**src/rtl/reg_bank_8w.sv**
```systemverilog
// ---------------------------------------------------------------------------
// reg_bank_8w
//
// Eight-entry register bank at the writeback/decode boundary of the pipelined
// CPU. Writes arrive as a one-hot select vector straight from the 3-to-8
// write-address decoder. Two combinational read ports, optionally forwarding
// a same-cycle write. A pending-write scoreboard marks registers whose
// producer has issued but not yet written back, so decode can stall
// dependent reads.
//
// Parameters
//   WIDTH   data width of each register and of the data ports
//   BYPASS  1: a same-cycle legal write is forwarded to a matching read port
//           and clears that port's hazard in the same cycle
//           0: reads return stored contents only
//
// Optional build macro
//   REG_BANK_ZERO7_EN  when defined, register 7 is hardwired zero: writes to
//                      it are dropped silently, it always reads 0 (even under
//                      bypass) and it can never become busy.
//
// Ports
//   clk        in   rising-edge clock
//   reset_n    in   asynchronous active-low reset
//   wr_onehot  in   [7:0] one-hot write select, all-zero = no write
//   wr_data    in   [WIDTH-1:0] write data
//   rd_sel_a   in   [2:0] read port A index
//   rd_sel_b   in   [2:0] read port B index
//   rd_data_a  out  [WIDTH-1:0] read port A data (combinational)
//   rd_data_b  out  [WIDTH-1:0] read port B data (combinational)
//   iss_valid  in   producer issue strobe
//   iss_reg    in   [2:0] destination index of the issuing producer
//   busy       out  [7:0] registered scoreboard, bit i = write pending to reg i
//   busy_cnt   out  [3:0] registered population count of busy
//   stall      out  combinational, a read port targets a pending register
//   wr_err     out  sticky flag, a multi-hot write select was seen
// ---------------------------------------------------------------------------
module reg_bank_8w #(
    parameter int WIDTH  = 64,
    parameter int BYPASS = 1
) (
    input  logic             clk,
    input  logic             reset_n,
    input  logic [7:0]       wr_onehot,
    input  logic [WIDTH-1:0] wr_data,
    input  logic [2:0]       rd_sel_a,
    input  logic [2:0]       rd_sel_b,
    output logic [WIDTH-1:0] rd_data_a,
    output logic [WIDTH-1:0] rd_data_b,
    input  logic             iss_valid,
    input  logic [2:0]       iss_reg,
    output logic [7:0]       busy,
    output logic [3:0]       busy_cnt,
    output logic             stall,
    output logic             wr_err
);

    localparam logic BYP = (BYPASS != 0);

    logic [WIDTH-1:0] regs [8];

    logic [3:0] wr_pop;
    logic       wr_valid;
    logic       wr_multi;
    logic [7:0] clr_vec;
    logic [7:0] set_vec;
    logic [7:0] wr_en;
    logic [7:0] busy_nxt;
    logic       hazard_a;
    logic       hazard_b;

    function automatic logic [3:0] popcount8(input logic [7:0] v);
        logic [3:0] c;
        c = 4'd0;
        for (int i = 0; i < 8; i++) begin
            c = c + {3'd0, v[i]};
        end
        return c;
    endfunction

    // Classify the decoder output. Exactly one bit set is a real write; more
    // than one means the decoder (or whatever drives it) has gone wrong, and
    // the whole write is dropped rather than guessing which target was meant.
    always_comb begin
        wr_pop   = popcount8(wr_onehot);
        wr_valid = (wr_pop == 4'd1);
        wr_multi = (wr_pop > 4'd1);
    end

    // Scoreboard set/clear vectors and the per-register write enables. The
    // clear vector doubles as the forwarding match, since a legal write is
    // exactly the one-hot that retires a pending producer. With the zero
    // register enabled, reg 7 can never be written or marked busy.
    always_comb begin
        clr_vec = wr_valid ? wr_onehot : 8'h00;
        set_vec = iss_valid ? (8'b1 << iss_reg) : 8'h00;
        wr_en   = clr_vec;
`ifdef REG_BANK_ZERO7_EN
        set_vec[7] = 1'b0;
        wr_en[7]   = 1'b0;
`endif
    end

    // Next scoreboard value. Set is applied after clear so a producer issuing
    // in the same cycle that the previous producer of that register retires
    // keeps the register pending: the new producer supersedes the old one.
    always_comb begin
        busy_nxt = (busy & ~clr_vec) | set_vec;
    end

    // Register storage. Reset clears every entry immediately, regardless of
    // the clock, so a reset mid-write leaves no partial state behind.
    always_ff @(posedge clk or negedge reset_n) begin
        if (!reset_n) begin
            for (int i = 0; i < 8; i++) begin
                regs[i] <= '0;
            end
        end else begin
            for (int i = 0; i < 8; i++) begin
                if (wr_en[i]) begin
                    regs[i] <= wr_data;
                end
            end
        end
    end

    // Scoreboard, its population count and the sticky illegal-write flag.
    // busy_cnt is computed from the next busy value so both registers always
    // agree; with only eight bits it tops out at 8 and cannot wrap.
    always_ff @(posedge clk or negedge reset_n) begin
        if (!reset_n) begin
            busy     <= 8'h00;
            busy_cnt <= 4'd0;
            wr_err   <= 1'b0;
        end else begin
            busy     <= busy_nxt;
            busy_cnt <= popcount8(busy_nxt);
            if (wr_multi) begin
                wr_err <= 1'b1;
            end
        end
    end

    // Read ports. Each port independently picks up the in-flight write data
    // when forwarding is enabled and its index matches the legal write. The
    // zero register overrides everything, including forwarding.
    always_comb begin
        rd_data_a = regs[rd_sel_a];
        rd_data_b = regs[rd_sel_b];
        if (BYP && clr_vec[rd_sel_a]) begin
            rd_data_a = wr_data;
        end
        if (BYP && clr_vec[rd_sel_b]) begin
            rd_data_b = wr_data;
        end
`ifdef REG_BANK_ZERO7_EN
        if (rd_sel_a == 3'd7) begin
            rd_data_a = '0;
        end
        if (rd_sel_b == 3'd7) begin
            rd_data_b = '0;
        end
`endif
    end

    // Hazard detection uses the registered scoreboard only, so an issue this
    // cycle stalls from the next cycle. With forwarding, a writeback landing
    // this cycle satisfies the read at once and removes the hazard.
    always_comb begin
        hazard_a = busy[rd_sel_a] & ~(BYP & clr_vec[rd_sel_a]);
        hazard_b = busy[rd_sel_b] & ~(BYP & clr_vec[rd_sel_b]);
        stall    = hazard_a | hazard_b;
    end

endmodule
```
**config.mk**
```make
export PLATFORM = sky130hd
export DESIGN_NAME = reg_bank_8w
export DESIGN_NICKNAME = d
export VERILOG_FILES = /design/src/rtl/reg_bank_8w.sv
export SDC_FILE = /design/constraint.sdc
export NUM_CORES = 1
export LEC_CHECK = 0
export BUFFER_PORTS_ARGS = -buffer_cell sky130_fd_sc_hd__buf_2
export CELL_PAD_IN_SITES_DETAIL_PLACEMENT = 0
export CELL_PAD_IN_SITES_GLOBAL_PLACEMENT = 2
export CORE_UTILIZATION = 40
export CTS_CLUSTER_SIZE = 12
export DETAILED_ROUTE_END_ITERATION = 12
export GPL_TIMING_DRIVEN = 0
export PLACE_DENSITY = 0.78
export SYNTH_ARGS = -nofsm -noshare
export SYNTH_HDL_FRONTEND = slang
export SYNTH_SLANG_ARGS = --single-unit
```
**constraint.sdc**
```tcl
create_clock -name clk -period 10.48 [get_ports clk]
set_input_delay 3.144 -clock clk [delete_from_list [all_inputs] [get_ports clk]]
set_output_delay 3.144 -clock clk [all_outputs]
set_load 0.01 [all_outputs]
```
==> run summary <==
The total overflow left after global routing is 0. Summed over all nets, the switching power comes to 3.50 mW. The synthesized netlist devotes 6.49% of its cell area to compound gates.

The worst setup path is launched from an input pin. The H-tree level count came out at 2. After synthesis, the largest family of logic cells by area is multiplexers.

Once detail routing completed, the nets flagged for antenna violations numbered 0. In this design, the critical path's most frequently occurring cell is sky130_fd_sc_hd__fa_1. Class of the tightest hold or removal check: flip-flop to flip-flop. In this run switching power makes up 33.6% of total power. The signal on the critical path passes through buf_2 > fa_1 > inv_1 > fa_1 > fa_1 > inv_1 > ha_1 > fa_2 > buf_4 > nor4b_4 > a31o_4 > buf_12 > buf_12 > buf_8 > a21oi_1 > a211o_1 > buf_2.

Of the total synthesized cell area, the portion taken by XOR and XNOR cells is 0.0290%. The number of I/O port buffers works out to 153. Row generation in the floorplan step produced 100 rows. For the number of hold buffers added after cts, the log shows 0. The flip-flop cell with the highest count after synthesis was sky130_fd_sc_hd__dfrtp_1.

Based on the critical path, the design can be clocked at up to 95.8 MHz. The number of flops mapped to enable cells by yosys came out at 0. For this design, the sink count on the clock tree is 525. The worst hold path cell count was 1. The reported max-cap violation count was 0; the stage delay of the slowest cell on the critical path was 0.54 ns. In the final routed layout, each cell accounts on average for 28.2 um.

In this run, the combinational gates consume 42.0% of the power. The worst pin sits at a relative slew slack of 18.8%. Data arrives at the worst endpoint at 7.29 ns. The first global-routing pass estimated 144000 um of wire. For the cell area after synthesis, the log shows 30200 um^2. After synthesis the netlist holds a flip-flop and latch count of 525. For flop-to-flop paths, the worst setup slack is 7.37 ns. Final-report max-slew violation count: 0. The tools report the initial cell density of the core as 40.5%. The run gives 34 as the number of distinct library cells after synthesis. The run gives 10.4 mW as the total power after layout. Of all cell types, the one taking the most synthesized area is sky130_fd_sc_hd__dfrtp_1. The origin of the worst min-delay path was regs[127].

For this run, asynchronously set or reset flops after synthesis account for 100%. Simple-gate share of the synthesized area: 5.25%. The critical setup path kind was input pin to output port.

Summing over every cut layer, the via total after detailed routing is 20800. The final critical delay including setup and external delays came out at 10.44 ns. The horizontal die dimension works out to 277 um.

Entering global routing, the biggest net connects 123 pins. The run gives 3 as the buffer levels on the longest clock path. In this run the number of cells on the critical path is 17. Before antenna repair, the detailed router went through 7 iterations. The top routing layer in use was met5.

The all-layer global routing usage was 25.2%. The routed design uses 46000 um of met2 wire. The dominant delay contributor by cell family on the critical path was adder cells.

Wire segments on met3 add up to 5660 um in the final route. The power density over the cells was 297 nW/um^2. Counting the buffers created by CTS gives 61. Total of endpoints with negative setup slack in the final report: 0.

At the end of routability-driven placement, the weighted congestion stood at 0.837. Capturing element type of the critical path: an output port. The slew at the pin closest to its max-slew limit was 1.22 ns; the post-synthesis instance total was 2166. On the final layout, the worst clock skew is 0.00664 ns. The synthesis warning total came out at 0. For this design, the slowest cell found on the critical path is sky130_fd_sc_hd__fa_1. Worst flop-to-flop path startpoint: busy[3].

The path depth of the worst reg2reg path works out to 9. The share of synthesized area spent on multiplexers came out at 39.3%. The core region is 74600 um^2. The finished cells cover 35000 um^2. In the finished design, the share of the clock period the worst path needs comes to 99.6%. For this run, the post-layout net count is 2500. Summed over all nets, the half-perimeter wirelength after detailed placement is 65100 um.

Along the worst path, the maximum fanout reaches 10. Dividing the synthesized area by the synthesized cell count gives 13.9 um^2. Summing the sequential cell areas from Yosys gives 43.5% of the chip area.

In this run the cell area measured after placement is 32300 um^2. The critical path buffer and inverter count came out at 8. Setup repair after global routing could not meet its margin everywhere. The fraction of final layout cells with drive strength greater than 1 is 49.7%, and the internal portion of total power is 6.91 mW. The tools report the clock root buffer as sky130_fd_sc_hd__clkbuf_16. The tools report the worst hold margin as 0.519 ns. The run gives 7.34 ns as the required time of the critical path.

The run finished with clean final reports. The analysis attributes to cell leakage a power of 15.0 nW. Yosys attributes the largest share of cell area to sky130_fd_sc_hd__dfrtp_1, sky130_fd_sc_hd__mux4_2, sky130_fd_sc_hd__mux2_2. TritonCTS built the clock tree.

Arithmetic-cell share of the synthesized area counting full adders, half adders and majority gates: 0.780%. The initial antenna violation count was 14. Synthesis produced a netlist with a net count of 2264. Across the VDD grid, the largest voltage drop is 240 uV. The routed design has 96500 um of wire.

The detailed router put a total of 41600 um of wire on met1. The later pin in the worst-skew pair is clocked with a latency of 0.63 ns. The die extent in y is 277 um, and the relative area change from synthesis to final layout is 16.0%. The tools report the worst hold path endpoint as regs[127]. The logs give 76500 um^2 for the area enclosed by the die boundary and 21.6% for the portion of total power attributed to the clock network. The worst register-to-register path ends at busy_cnt[2].

The logs give 6639 for the number of fill cells and 226 for the count of boundary I/O pins. For this run, design rule violations remaining after detail routing come to 0. The tools report the violation count after the first detailed-route iteration as 1639. Clock-pin slew was measured on the worst setup and hold paths at 0.06 ns. After detailed routing, the number of vias per cell comes to 6.07. The number of hold-slack violations in the final timing report is 0, and the area fraction of the dominant cell type after synthesis is 43.5%. The run gives 22100 as the number of global-route vias before repair. Sequential cells burn 36.4% of the power.
==> flip-flops by register name, summed over array words and instances (netlist names) <==
name / count
regs: 512
busy: 8
busy_cnt: 4
wr_err: 1
==> kinds of logic after synthesis <==
group / Yosys count
xor+xnor: 1
simple gates: 282
fa+ha+maj: 14
flops: 525
mux: 782
buf+inv: 281
compound gates: 281
==> worst max-delay path by stage <==
stage                          to          from  slack (ns)
detailed placement   rd_data_a[1]  wr_onehot[0]       -0.86
finish               rd_data_a[2]  wr_onehot[0]        0.04
floorplan           rd_data_a[54]  wr_onehot[0]        0.55
global route        rd_data_b[40]  wr_onehot[0]       -0.05
global placement        regs[508]       reset_n       -4.47
CTS                 rd_data_a[35]  wr_onehot[0]       0.002
==> power by group through the flow <==
stage          registers (mW)  logic [mW]  clock network (mW)
6_report                 3.78        4.37                2.25
5_1_grt                  3.92        4.67                2.37
4_1_cts                  3.76        4.30                2.29
3_5_place_dp             3.79        4.23                   0
3_3_place_gp             3.67        4.15                   0
2_1_floorplan            3.56        3.09                   0
==> cells in the mapped netlist, drive strengths merged (2+ instances only) <==
| master | number |
|---|---|
| a32o | 4 |
| a32oi | 4 |
| nor2 | 3 |
| nand2 | 141 |
| fa | 8 |
| nand2b | 2 |
| nor3b | 128 |
| mux4 | 268 |
| nor2b | 4 |
| clkbuf | 42 |
| ha | 6 |
| mux2i | 2 |
| buf | 224 |
| dfrtp | 525 |
| a22o | 3 |
| inv | 15 |
| mux2 | 512 |
| a211o | 128 |
| a22oi | 2 |
| a21oi | 135 |
==> cell type report <==
class / instances / area [um^2] / share of cell area, %
flip-flops and latches: 525 / 13100 / 37.5
inverters: 15 / 56.3 / 0.161
plain buffers: 266 / 1630 / 4.65
clock inverters: 27 / 329 / 0.940
repair buffers: 173 / 1140 / 3.26
diodes: 6 / 15.0 / 0.0429
multi-input cells: 1360 / 15700 / 44.9
clock buffers: 86 / 1770 / 5.06
well taps: 969 / 1210 / 3.46
==> placed cells by master (no fill, tap or decap), types with 6 or more instances in the layout <==
cell type | synthesis | layout
sky130_fd_sc_hd__a211o_1 | 128 | 126
sky130_fd_sc_hd__a21oi_1 | 133 | 128
sky130_fd_sc_hd__buf_1 | 79 | 79
sky130_fd_sc_hd__buf_12 | 0 | 8
sky130_fd_sc_hd__buf_2 | 114 | 231
sky130_fd_sc_hd__buf_4 | 8 | 21
sky130_fd_sc_hd__buf_6 | 23 | 34
sky130_fd_sc_hd__buf_8 | 0 | 13
sky130_fd_sc_hd__bufinv_16 | 0 | 7
sky130_fd_sc_hd__clkbuf_1 | 42 | 52
sky130_fd_sc_hd__clkbuf_16 | 0 | 67
sky130_fd_sc_hd__clkbuf_8 | 0 | 11
sky130_fd_sc_hd__clkinv_2 | 0 | 15
sky130_fd_sc_hd__dfrtp_1 | 525 | 525
sky130_fd_sc_hd__diode_2 | 0 | 6
sky130_fd_sc_hd__fa_1 | 8 | 7
sky130_fd_sc_hd__ha_1 | 6 | 6
sky130_fd_sc_hd__inv_1 | 15 | 15
sky130_fd_sc_hd__mux2_2 | 512 | 512
sky130_fd_sc_hd__mux4_2 | 268 | 268
sky130_fd_sc_hd__nand2_1 | 141 | 141
sky130_fd_sc_hd__nor3b_1 | 128 | 128
==> repair_timing <==
item,CTS,global route
pin swaps,2,23
buffers inserted,8,2
gates resized for setup,40,74
gates cloned,0,5
setup endpoints to repair,129,126
==> stage by stage <==
| step | setup slack (ns) | TNS (ns) | util, % | instances |
|---|---|---|---|---|
| 5_1_grt | -0.0453 | -1.68 | 46.9 | 3426 |
| 3_5_place_dp | -0.857 | -90.54 | 43.3 | 3293 |
| 4_1_cts | 0.00209 | 0 | 46.4 | 3414 |
| 2_1_floorplan | 0.553 | 0 | - | 2166 |
| 6_report | 0.0444 | 0 | 47.0 | 3427 |
| 3_3_place_gp | -4.47 | -2380.72 | 43.1 | 3288 |
==> layer usage <==
layer | GRT usage [%] | vias to the layer above
met5 | 0 | -
met4 | 9.37 | 14
met3 | 4.67 | 188
met2 | 39.5 | 652
met1 | 34.9 | 11200
li1 | - | 8784
Note: power is estimated with default switching activity, not from simulation.
